## config.mk

```make
export PLATFORM = sky130hd
export DESIGN_NAME = class_search_engine
export DESIGN_NICKNAME = d
export VERILOG_FILES = /design/src/rtl/class_search_engine.sv
export SDC_FILE = /design/constraint.sdc
export NUM_CORES = 1
export LEC_CHECK = 0
export ABC_CLOCK_PERIOD_IN_PS = 19300
export CORE_UTILIZATION = 30
export CTS_CLUSTER_SIZE = 10
export DETAILED_ROUTE_END_ITERATION = 10
export PLACE_DENSITY_LB_ADDON = 0.25
export REMOVE_ABC_BUFFERS = 1
export SYNTH_ARGS = -nofsm -noshare
export SYNTH_HDL_FRONTEND = slang
export SYNTH_SLANG_ARGS = --single-unit
```

## constraint.sdc

```tcl
create_clock -name clk -period 19.3 [get_ports clk]
set_input_delay 4.825 -clock clk [delete_from_list [all_inputs] [get_ports clk]]
set_output_delay 4.825 -clock clk [all_outputs]
set_load 0.03 [all_outputs]
```

## src/rtl/class_search_engine.sv

```systemverilog
// Associative search engine: buffers a query hypervector, streams every class
// hypervector from the generator, and reports the class at minimum Hamming distance.
module class_search_engine #(
  parameter int FRAME_W   = 64,
  parameter int N_FRAMES  = 3,
  parameter int N_CLASSES = 8,
  parameter int ID_W      = 3,
  parameter int IDX_W     = 2,
  parameter int DIST_W    = 8
) (
  input  logic               clk,
  input  logic               rst,
  input  logic               q_valid,
  output logic               q_ready,
  input  logic [FRAME_W-1:0] q_data,
  output logic [ID_W-1:0]    frame_id,
  output logic [IDX_W-1:0]   frame_index,
  input  logic [FRAME_W-1:0] class_vec_in,
  output logic               res_valid,
  input  logic               res_ready,
  output logic [ID_W-1:0]    res_class,
  output logic [DIST_W-1:0]  res_dist,
  output logic               busy
);

  typedef enum logic [1:0] {
    S_LOAD,
    S_SEARCH,
    S_DONE
  } state_t;

  state_t r_state;
  state_t w_nextState;

  logic [FRAME_W-1:0] r_qbuf [N_FRAMES];
  logic [IDX_W-1:0]   r_loadCnt;
  logic [DIST_W-1:0]  r_acc;
  logic [DIST_W-1:0]  r_bestDist;
  logic [ID_W-1:0]    r_bestClass;
  logic [ID_W-1:0]    r_frameId;
  logic [IDX_W-1:0]   r_frameIdx;
  logic [ID_W-1:0]    r_resClass;
  logic [DIST_W-1:0]  r_resDist;

  logic               w_loadFire;
  logic               w_lastLoad;
  logic               w_lastFrame;
  logic               w_lastClass;
  logic               w_resFire;
  logic [FRAME_W-1:0] w_qFrame;
  logic [DIST_W-1:0]  w_pc;
  logic [DIST_W-1:0]  w_d;
  logic               w_better;
  logic [DIST_W-1:0]  w_newBestDist;
  logic [ID_W-1:0]    w_newBestClass;

  function automatic logic [DIST_W-1:0] popcount(input logic [FRAME_W-1:0] v);
    logic [DIST_W-1:0] cnt;
    cnt = '0;
    for (int i = 0; i < FRAME_W; i++) begin
      cnt = cnt + DIST_W'(v[i]);
    end
    return cnt;
  endfunction

  assign w_loadFire  = q_valid && (r_state == S_LOAD);
  assign w_lastLoad  = w_loadFire && (r_loadCnt == IDX_W'(N_FRAMES - 1));
  assign w_lastFrame = (r_frameIdx == IDX_W'(N_FRAMES - 1));
  assign w_lastClass = (r_frameId == ID_W'(N_CLASSES - 1));
  assign w_resFire   = (r_state == S_DONE) && res_ready;

  // Guarded mux so an unused index value can never address past the buffer.
  always_comb begin
    w_qFrame = '0;
    for (int f = 0; f < N_FRAMES; f++) begin
      if (r_frameIdx == IDX_W'(f)) begin
        w_qFrame = r_qbuf[f];
      end
    end
  end

  assign w_pc           = popcount(class_vec_in ^ w_qFrame);
  assign w_d            = r_acc + w_pc;
  assign w_better       = (w_d < r_bestDist);
  assign w_newBestDist  = w_better ? w_d : r_bestDist;
  assign w_newBestClass = w_better ? r_frameId : r_bestClass;

  always_ff @(posedge clk) begin
    if (rst) begin
      r_state <= S_LOAD;
    end else begin
      r_state <= w_nextState;
    end
  end

  always_comb begin
    w_nextState = r_state;
    case (r_state)
      S_LOAD:   if (w_lastLoad) w_nextState = S_SEARCH;
      S_SEARCH: if (w_lastFrame && w_lastClass) w_nextState = S_DONE;
      S_DONE:   if (w_resFire) w_nextState = S_LOAD;
      default:  w_nextState = S_LOAD;
    endcase
  end

  always_ff @(posedge clk) begin
    if (rst) begin
      r_loadCnt   <= '0;
      r_acc       <= '0;
      r_bestDist  <= '0;
      r_bestClass <= '0;
      r_frameId   <= '0;
      r_frameIdx  <= '0;
      r_resClass  <= '0;
      r_resDist   <= '0;
    end else begin
      case (r_state)
        S_LOAD: begin
          if (w_loadFire) begin
            for (int f = 0; f < N_FRAMES; f++) begin
              if (r_loadCnt == IDX_W'(f)) begin
                r_qbuf[f] <= q_data;
              end
            end
            if (w_lastLoad) begin
              r_loadCnt   <= '0;
              r_acc       <= '0;
              r_bestDist  <= '1;
              r_bestClass <= '0;
              r_frameId   <= '0;
              r_frameIdx  <= '0;
            end else begin
              r_loadCnt <= r_loadCnt + 1'b1;
            end
          end
        end
        S_SEARCH: begin
          if (!w_lastFrame) begin
            r_acc      <= w_d;
            r_frameIdx <= r_frameIdx + 1'b1;
          end else begin
            // Strict less-than keeps the lower class index on ties.
            r_bestDist  <= w_newBestDist;
            r_bestClass <= w_newBestClass;
            r_acc       <= '0;
            r_frameIdx  <= '0;
            if (w_lastClass) begin
              r_resClass <= w_newBestClass;
              r_resDist  <= w_newBestDist;
            end else begin
              r_frameId <= r_frameId + 1'b1;
            end
          end
        end
        S_DONE: begin
          if (w_resFire) begin
            r_frameId  <= '0;
            r_frameIdx <= '0;
          end
        end
        default: begin
          r_frameId  <= '0;
          r_frameIdx <= '0;
        end
      endcase
    end
  end

  assign q_ready     = (r_state == S_LOAD);
  assign res_valid   = (r_state == S_DONE);
  assign busy        = (r_state != S_LOAD);
  assign frame_id    = r_frameId;
  assign frame_index = r_frameIdx;
  assign res_class   = r_resClass;
  assign res_dist    = r_resDist;

endmodule

```

==> results of run 1 <==
==> cell usage after synthesis (2+ instances only) <==
cell type	n	area (um2)
sky130_fd_sc_hd__edfxtp_1	192	5770
sky130_fd_sc_hd__a21oi_1	68	340
sky130_fd_sc_hd__nor2_1	68	255
sky130_fd_sc_hd__xnor2_1	67	587
sky130_fd_sc_hd__mux2i_1	66	661
sky130_fd_sc_hd__inv_1	61	229
sky130_fd_sc_hd__fa_1	56	1120
sky130_fd_sc_hd__nand2_1	50	188
sky130_fd_sc_hd__dfxtp_1	39	781
sky130_fd_sc_hd__o21ai_0	35	175
sky130_fd_sc_hd__ha_1	33	413
sky130_fd_sc_hd__buf_2	13	65.1
sky130_fd_sc_hd__buf_1	10	37.5
sky130_fd_sc_hd__clkbuf_1	10	37.5
sky130_fd_sc_hd__nor2b_1	9	56.3
sky130_fd_sc_hd__a31oi_1	8	50.1
sky130_fd_sc_hd__a22oi_1	7	52.6
sky130_fd_sc_hd__o31ai_1	7	52.6
sky130_fd_sc_hd__nand2b_1	5	31.3
sky130_fd_sc_hd__and2_1	4	25.0
sky130_fd_sc_hd__o211ai_1	4	30.0
sky130_fd_sc_hd__o21a_1	4	30.0
sky130_fd_sc_hd__a221oi_2	3	45.0
sky130_fd_sc_hd__a32o_1	3	30.0
sky130_fd_sc_hd__and3b_1	2	17.5
sky130_fd_sc_hd__nor3_1	2	10.0
sky130_fd_sc_hd__o21ai_1	2	10.0
sky130_fd_sc_hd__o311ai_1	2	17.5
sky130_fd_sc_hd__xor2_1	2	17.5
==> registers in the layout (all words and copies together), names as in the netlist, 3 cells and up <==
register     cells
r_acc            8
res_dist         8
r_qbuf         192
res_class        3
frame_id         3
r_bestDist       8
r_bestClass      3
==> critical path: cells and delay by family <==
kind	cells	cell delay, ns
adder cells (fa/ha/maj)	11	5.29
AO/OA/AOI/OAI	4	1.39
buffers and inverters	5	0.65
XOR/XNOR	2	0.64
AND/OR/NAND/NOR	2	0.39
==> per-stage QoR <==
step	area [um2]	cells	utilization, %	hold WS, ns
finish	14200	1528	38.5	0.457
global route	14200	1528	38.5	0.463
CTS	14200	1528	38.5	0.458
detailed placement	13400	1483	36.3	0.449
global placement	13400	1483	36.3	0.448
floorplan	11200	821	-	0.430
==> cell type report <==
cell class	count	share of cell area, %
inverters	61	1.61
flip-flops and latches	231	46.0
multi-input cells	529	31.2
clock inverters	4	0.396
repair buffers	158	11.0
well taps	504	4.43
clock buffers	41	5.34
==> final timing paths <==
check	start	endpoint	slack [ns]	cells past startpoint
min	res_dist[0]$_SDFFE_PP0P_	res_dist[0]$_SDFFE_PP0P_	0.46	2
min reg2reg	res_dist[0]$_SDFFE_PP0P_	res_dist[0]$_SDFFE_PP0P_	0.46	2
max	class_vec_in[44]	r_bestClass[0]$_SDFFE_PP0P_	6.61	24
max reg2reg	frame_index[1]$_SDFFE_PP0P_	r_bestClass[0]$_SDFFE_PP0P_	9.12	27
==> cells by family after synthesis <==
group,count (synthesis)
flip-flops,231
AO/OA/AOI/OAI,157
AND/OR/NAND/NOR,148
buffers and inverters,96
adder cells (fa/ha/maj),89
XOR/XNOR,69
multiplexers,66
==> per-layer routing <==
layer / vias to the layer above / share of wire [%]
li1: 3339 / -
met1: 3283 / 44
met2: 150 / 47
met3: 38 / 6.5
met4: 2 / 2.3
met5: - / 0.061
==> metrics.txt, run 1 <==
cell breakdown of the critical path clkdlybuf4s50_1, xnor2_1, fa_1, inv_1, fa_1, inv_1, fa_1, fa_1, inv_1, fa_1, fa_1, inv_1, fa_1, fa_1, fa_1, fa_1, nand2b_1, a21oi_1, xor2_1, ha_1, nand4_1, o21ai_2, a21o_1, a32o_1; average size of a mapped cell 13.3 um2; footprint of the flip-flops and latches roughly 6600 um2; CP startpoint kind primary input; ratio of final minimum period to clock period between 60% and 70%; clock sink count ~230; total detailed-routing wirelength around 26 mm; portion of the post-synthesis area used by sequential elements 57.7%; XOR/XNOR share of the synthesized area under 10%; worst slew pin tran between 1 and 1.5 ns; met1 usage around 18%; arrival time of data at the critical path endpoint roughly 13 ns; Layout fillers 3,539; Placement Setup Slack 6.01 ns; achievable clock frequency 78.8 MHz; adder and majority gate portion of the synthesized area roughly 14%; delay contributed by the slowest stage of the critical path around 0.56 ns; net count reported at finish 1,230; RSZ-0062 raised after global routing no; simple-gate portion of the synthesized area 5.69%; DRC violations left 0; quantity of hold-fixing buffers added after cts 0; most common cell after layout, fill and taps aside sky130_fd_sc_hd__edfxtp_1; Die Outline Area 38,600 um2; number of iterations in the first detailed-routing pass 4; clock input transition at the sequential cells of the worst setup and hold paths 0.06 ns; count of boundary I/O pins around 150; Area growth, synth to finish 25.4%; horizontal die dimension a little under 200 um; TritonCTS clock tree built; Antenna diodes 0; Crit path required time 19.79 ns; placed wire-length estimate after detailed placement roughly 17 mm; detailed-route vias per instance approximately 4.5; outcome completed; cell at the slowest stage of the critical path sky130_fd_sc_hd__o21ai_2; yosys warns 0; Initial Utilization 30.7%; Total Neg Setup Slack 0 ns; port buffer count 150; buffer depth of the longest clock path 3; ANT nets after route 0; DR vias 6,812; fraction of registers with async set or reset after synthesis 0%; Worst Clk Skew 0.00885 ns; share of cells above drive strength 1 between 5 and 6%; GRT Overall Usage 13.8%; minimum setup slack in the final design between 6 and 7 ns; main combinational cell family by area after synthesis adder cells; Top cell by count, worst path sky130_fd_sc_hd__fa_1; met3 Resource Use GR under 10%; global-route wire length before repair ~40 mm; number of failing hold endpoints at the final stage 0; Starting DRT DRC Count 289; largest fanout on the critical path 16; gate count after technology mapping around 860; netlist area before placement about 11,000 um2; vias in the first global route 6,990; area of combinational cells with multiple inputs roughly 4400 um2; Slew headroom 28.6%; Avg WL per Cell between 15 and 20 um; CP Capture Type flop; total clock buffers created by CTS 28; final max-slew violation count 0; fraction of the mapped netlist area in compound gates about 8.6%; critical path class in -> reg; antenna violations before repair 2; multiplexer fraction of the synthesized cell area roughly 5.8%; clock latency of the later-clocked register in the worst-skew pair approximately 0.55 ns; most used flip-flop cell after synthesis sky130_fd_sc_hd__edfxtp_1; highest-count cells in the layout ignoring fill and taps sky130_fd_sc_hd__edfxtp_1, sky130_fd_sc_hd__clkdlybuf4s50_1, sky130_fd_sc_hd__a21oi_1, sky130_fd_sc_hd__nor2_1, sky130_fd_sc_hd__xnor2_1; number of cell rows 70; #FFs+latches synth roughly 230; synth unique cells 53; die height 197 um; reported max-cap violation count 0; largest net degree at the start of global routing 65; Overflow after GRT 0; placeable core area ~37,000 um2; time the worst path needs with I/O delays and setup ~13 ns; CTS H-Tree Depth 1; layer carrying the most global-route usage met2; clock root cell sky130_fd_sc_hd__clkbuf_16; weighted congestion reported at the end of routability-driven placement between 0.7 and 0.8; met2 capacity usage during global routing between 20% and 30%; number of flops mapped to enable cells by yosys approximately 190; setup bufs post-CTS 0; Worst Hold Class reg -> reg; total of endpoints with negative setup slack in the final report 0; number of resized instances in the post-cts repair step 0
Power of run 1 is not shown: default switching activity piles up to over one toggle a cycle in this logic, so the estimate is an artifact.
==> run 2: changes to the inputs <==
Settings changed: ABC_CLOCK_PERIOD_IN_PS 19300 to 10700.
Clock period 19.3 ns to 10.7 ns, I/O delays scaled along.
==> run 2 against run 1 <==
Die area unchanged. Global-route usage hardly changed. Via count up 1.2%. Critical path depth grew 1. Design area grew 1.4%. Utilization rose by 0.55 points. Clock skew is 0.0073 ns higher. Non-clock buffer count up 22. Sequential cell count stayed put. Worst setup slack got worse by 6.0 ns. Cell count increased by 1.6%. Clock-buffer cell count decreased by 3. Critical endpoint is now r_bestClass[1]$_SDFFE_PP0P_.
==> metrics.txt, run 2 (synthesized netlist as in run 1, its figures left out) <==
outcome completed; number of failing hold endpoints at the final stage 0; Avg WL per Cell between 15 and 20 um; cell at the slowest stage of the critical path sky130_fd_sc_hd__fa_1; Layout Cell Area excl Fill roughly 14,000 um2; worst slew pin tran roughly 1.1 ns; antenna violations before repair 2; horizontal die dimension between 150 and 200 um; setup bufs post-CTS 0; vias in the first global route 7,019; DRC violations left 0; Antenna diodes 0; Crit path required time about 11 ns; clock root cell sky130_fd_sc_hd__clkbuf_16; most common cell after layout, fill and taps aside sky130_fd_sc_hd__edfxtp_1; Top cell by count, worst path sky130_fd_sc_hd__fa_1; clock sink count around 230; Die Outline Area 38,600 um2; weighted congestion reported at the end of routability-driven placement 0.804; detailed-route vias per instance ~4.4; die height 197 um; RSZ-0062 raised after global routing no; placed wire-length estimate after detailed placement roughly 18 mm; total detailed-routing wirelength 26.3 mm; Initial Utilization between 30% and 40%; buffer depth of the longest clock path 3; register name with the most flops r_qbuf; count of boundary I/O pins around 150; TritonCTS clock tree built; Overflow after GRT 0; GRT Overall Usage 13.8%; Slew headroom between 20% and 30%; CP Capture Type flop; largest net degree at the start of global routing between 60 and 70; global-route wire length before repair approximately 40 mm; CTS H-Tree Depth 1; share of cells above drive strength 1 about 8%; number of resized instances in the post-cts repair step 0; total of endpoints with negative setup slack in the final report 0; ratio of final minimum period to clock period a little over nine tenths; total clock buffers created by CTS 29; final max-slew violation count 0; ANT nets after route 0; WP buf/inv 5; DR vias about 6,900; Layout Utilization between 30% and 40%; reported max-cap violation count 0; clock latency of the later-clocked register in the worst-skew pair around 0.56 ns; critical path class in -> reg; CP startpoint kind primary input; time the worst path needs with I/O delays and setup 10.04 ns; cell count after placement 1,505; delay contributed by the slowest stage of the critical path between 0.5 and 0.6 ns; Post-Place Cell Area roughly 14,000 um2; Starting DRT DRC Count around 270; number of cell rows 70; Worst Hold Class reg -> reg; max reg flops ~190; port buffer count 150; CP top delay family adder cells; clock input transition at the sequential cells of the worst setup and hold paths about 0.05 ns; quantity of hold-fixing buffers added after cts 0; largest fanout on the critical path 10; net count reported at finish roughly 1,300; number of iterations in the first detailed-routing pass 7; achievable clock frequency roughly 100 MHz; Area growth, synth to finish 27.2%; highest-count cells in the layout ignoring fill and taps sky130_fd_sc_hd__edfxtp_1, sky130_fd_sc_hd__clkdlybuf4s50_1, sky130_fd_sc_hd__a21oi_1, sky130_fd_sc_hd__nor2_1, sky130_fd_sc_hd__xnor2_1; arrival time of data at the critical path endpoint 10.49 ns; Worst Clk Skew roughly 0.016 ns; placeable core area around 37,000 um2; post-layout instance count excluding filler cells 1,552
run 2: path summary, 6_finish.rpt:
| kind | from | end | slack, ns | cells after the start |
|---|---|---|---|---|
| setup / recovery | class_vec_in[44] | r_bestClass[1]$_SDFFE_PP0P_ | 0.66 | 25 |
| hold / removal | res_dist[0]$_SDFFE_PP0P_ | res_dist[0]$_SDFFE_PP0P_ | 0.45 | 2 |
| setup reg to reg | frame_index[1]$_SDFFE_PP0P_ | r_bestClass[1]$_SDFFE_PP0P_ | 1.77 | 26 |
| hold reg to reg | res_dist[0]$_SDFFE_PP0P_ | res_dist[0]$_SDFFE_PP0P_ | 0.45 | 2 |
run 2: area by class of cell:
cell class | instances | area (um2)
clock buffer | 38 | 769
clock inverter | 9 | 70.1
fill | 3622 | 22500
inverter | 61 | 229
multi-input combinational | 529 | 4440
sequential | 231 | 6550
tap | 504 | 631
timing repair buffer | 180 | 1740
run 2: per-layer routing:
metal | wire [um] | vias to the layer above | GRT usage [%]
met2 | 12500 | 151 | 23.0
met1 | 11700 | 3310 | 18.0
met4 | 635 | 4 | 3.85
met5 | 25 | - | 0
met3 | 1400 | 49 | 3.13
li1 | - | 3382 | -
run 2: worst min-delay path, delay by kind of cell (launching register included):
family	cells	cell delay, ns
and+or+nand+nor	1	0.05
AOI/OAI and AO/OA	1	0.05
DFF	1	0.31
run 2: stage by stage:
step	worst slack, ns	hold WS, ns	TNS (ns)
finish	0.656	0.451	0
global route	0.215	0.465	0
CTS	0.634	0.455	0
detailed placement	0.0441	0.447	0
global placement	0.0868	0.444	0
floorplan	-1.64	0.430	-33.32
Power of run 2 is left out for the same reason.
==> run 3: changes to the inputs <==
Settings changed: MAX_ROUTING_LAYER set to met4.
==> run 3 against run 2 <==
Critical endpoint unchanged. Cell count grew 0.13%. Hold slack about the same. Sequential cell count did not move.
==> metrics.txt, run 3 (synthesized netlist as in run 1, its figures left out) <==
crit path from class_vec_in[44]; weighted congestion reported at the end of routability-driven placement 0.818; Die Outline Area 38,600 um2; Worst Reg2Reg Path Length in Cells 26; RSZ-0062 raised after global routing no; antenna violations before repair 2; setup bufs post-CTS 0; achievable clock frequency between 90 and 100 MHz; largest net degree at the start of global routing 65; count of boundary I/O pins 151; Post-Place Cell Area approximately 14,000 um2; Worst Hold Class reg -> reg; DR vias ~6,900; port buffer count 150; Overflow after GRT 0; DRC violations left 0; CP Capture Type flop; clock root cell sky130_fd_sc_hd__clkbuf_16; Layout Utilization between 30% and 40%; most common cell after layout, fill and taps aside sky130_fd_sc_hd__edfxtp_1; register-to-register setup slack 1.75 ns; final max-slew violation count 0; number of resized instances in the post-cts repair step 0; number of cell rows 70; arrival time of data at the critical path endpoint between 10 and 15 ns; ratio of final minimum period to clock period 93.9%; CP startpoint kind primary input; critical path class in -> reg; clock sink count 231; Starting DRT DRC Count between 200 and 300; clock input transition at the sequential cells of the worst setup and hold paths around 0.05 ns; Avg WL per Cell around 17 um; TritonCTS clock tree built; horizontal die dimension between 150 and 200 um; time the worst path needs with I/O delays and setup approximately 10 ns; worst slew pin tran 1.07 ns; vias in the first global route 7,013; share of cells above drive strength 1 7.82%; number of iterations in the first detailed-routing pass 8; register name with the most flops r_qbuf; reported max-cap violation count 0; delay contributed by the slowest stage of the critical path roughly 0.55 ns; total clock buffers created by CTS 29; outcome completed; total of endpoints with negative setup slack in the final report 0; detailed-route vias per instance 4.44; buffer depth of the longest clock path 3; Crit path required time about 11 ns; Area growth, synth to finish 27.2%; Initial Utilization a little under a third; placeable core area roughly 37,000 um2; clock latency of the later-clocked register in the worst-skew pair around 0.56 ns; cell at the slowest stage of the critical path sky130_fd_sc_hd__fa_1; placed wire-length estimate after detailed placement about 18 mm; Layout Cell Area excl Fill about 14,000 um2; CP endpoint r_bestClass[1]$_SDFFE_PP0P_; total detailed-routing wirelength about 26 mm; ANT nets after route 0; net count reported at finish 1,253; global-route wire length before repair just over 40 mm; max reg flops approximately 190; worst reg2reg path startpoint frame_index[1]$_SDFFE_PP0P_; highest-count cells in the layout ignoring fill and taps sky130_fd_sc_hd__edfxtp_1, sky130_fd_sc_hd__clkdlybuf4s50_1, sky130_fd_sc_hd__a21oi_1, sky130_fd_sc_hd__nor2_1, sky130_fd_sc_hd__xnor2_1; Slew headroom about 29%; GRT Overall Usage between 10% and 20%; die height between 150 and 200 um; quantity of hold-fixing buffers added after cts 0; CTS H-Tree Depth 1; Top cell by count, worst path sky130_fd_sc_hd__fa_1; number of failing hold endpoints at the final stage 0; endpoint of the worst register-to-register path r_bestClass[1]$_SDFFE_PP0P_; Worst Clk Skew approximately 0.015 ns; largest fanout on the critical path 10
-- run 3: layer usage --
metal / up-vias / track usage, % / routed length, um
met1: 3316 / 18.0 / 11700
met5: - / - / 0
li1: 3390 / - / -
met3: 47 / 3.10 / 1480
met4: 0 / 3.85 / 641
met2: 145 / 23.0 / 12500
-- run 3: stage by stage --
step	setup TNS (ns)	hold WS (ns)	setup WS, ns	std cells
5_1_grt	0	0.465	0.215	1554
4_1_cts	0	0.455	0.634	1552
3_5_place_dp	0	0.447	0.0441	1505
3_3_place_gp	0	0.444	0.0868	1505
6_report	0	0.451	0.656	1554
2_1_floorplan	-33.32	0.430	-1.64	821
-- run 3: critical path: cells and delay by family --
| family | cells | cell delay (ns) |
|---|---|---|
| adder cells (fa/ha/maj) | 11 | 5.37 |
| AO/OA/AOI/OAI | 6 | 1.38 |
| buffers and inverters | 5 | 0.65 |
| AND/OR/NAND/NOR | 2 | 0.24 |
| XOR/XNOR | 1 | 0.18 |
-- run 3: final cells by class --
cell class / count / area, um2
multi-input combinational: 529 / 4440
tap: 504 / 631
sequential: 231 / 6550
inverter: 61 / 229
fill: 3621 / 22500
clock inverter: 9 / 70.1
clock buffer: 38 / 769
antenna: 2 / 5.00
timing repair buffer: 180 / 1740
-- run 3: worst min path at each step --
stage	to	cells after the start	start	slack, ns
final	res_dist[0]$_SDFFE_PP0P_	2	res_dist[0]$_SDFFE_PP0P_	0.45
after global routing	res_dist[1]$_SDFFE_PP0P_	2	res_dist[1]$_SDFFE_PP0P_	0.46
after CTS	res_dist[0]$_SDFFE_PP0P_	2	res_dist[0]$_SDFFE_PP0P_	0.45
after detailed placement	res_dist[1]$_SDFFE_PP0P_	2	res_dist[1]$_SDFFE_PP0P_	0.45
after global placement	res_dist[1]$_SDFFE_PP0P_	2	res_dist[1]$_SDFFE_PP0P_	0.44
after floorplan	r_acc[5]$_SDFFE_PP0P_	2	r_acc[5]$_SDFFE_PP0P_	0.43
Power of run 3 is left out for the same reason.
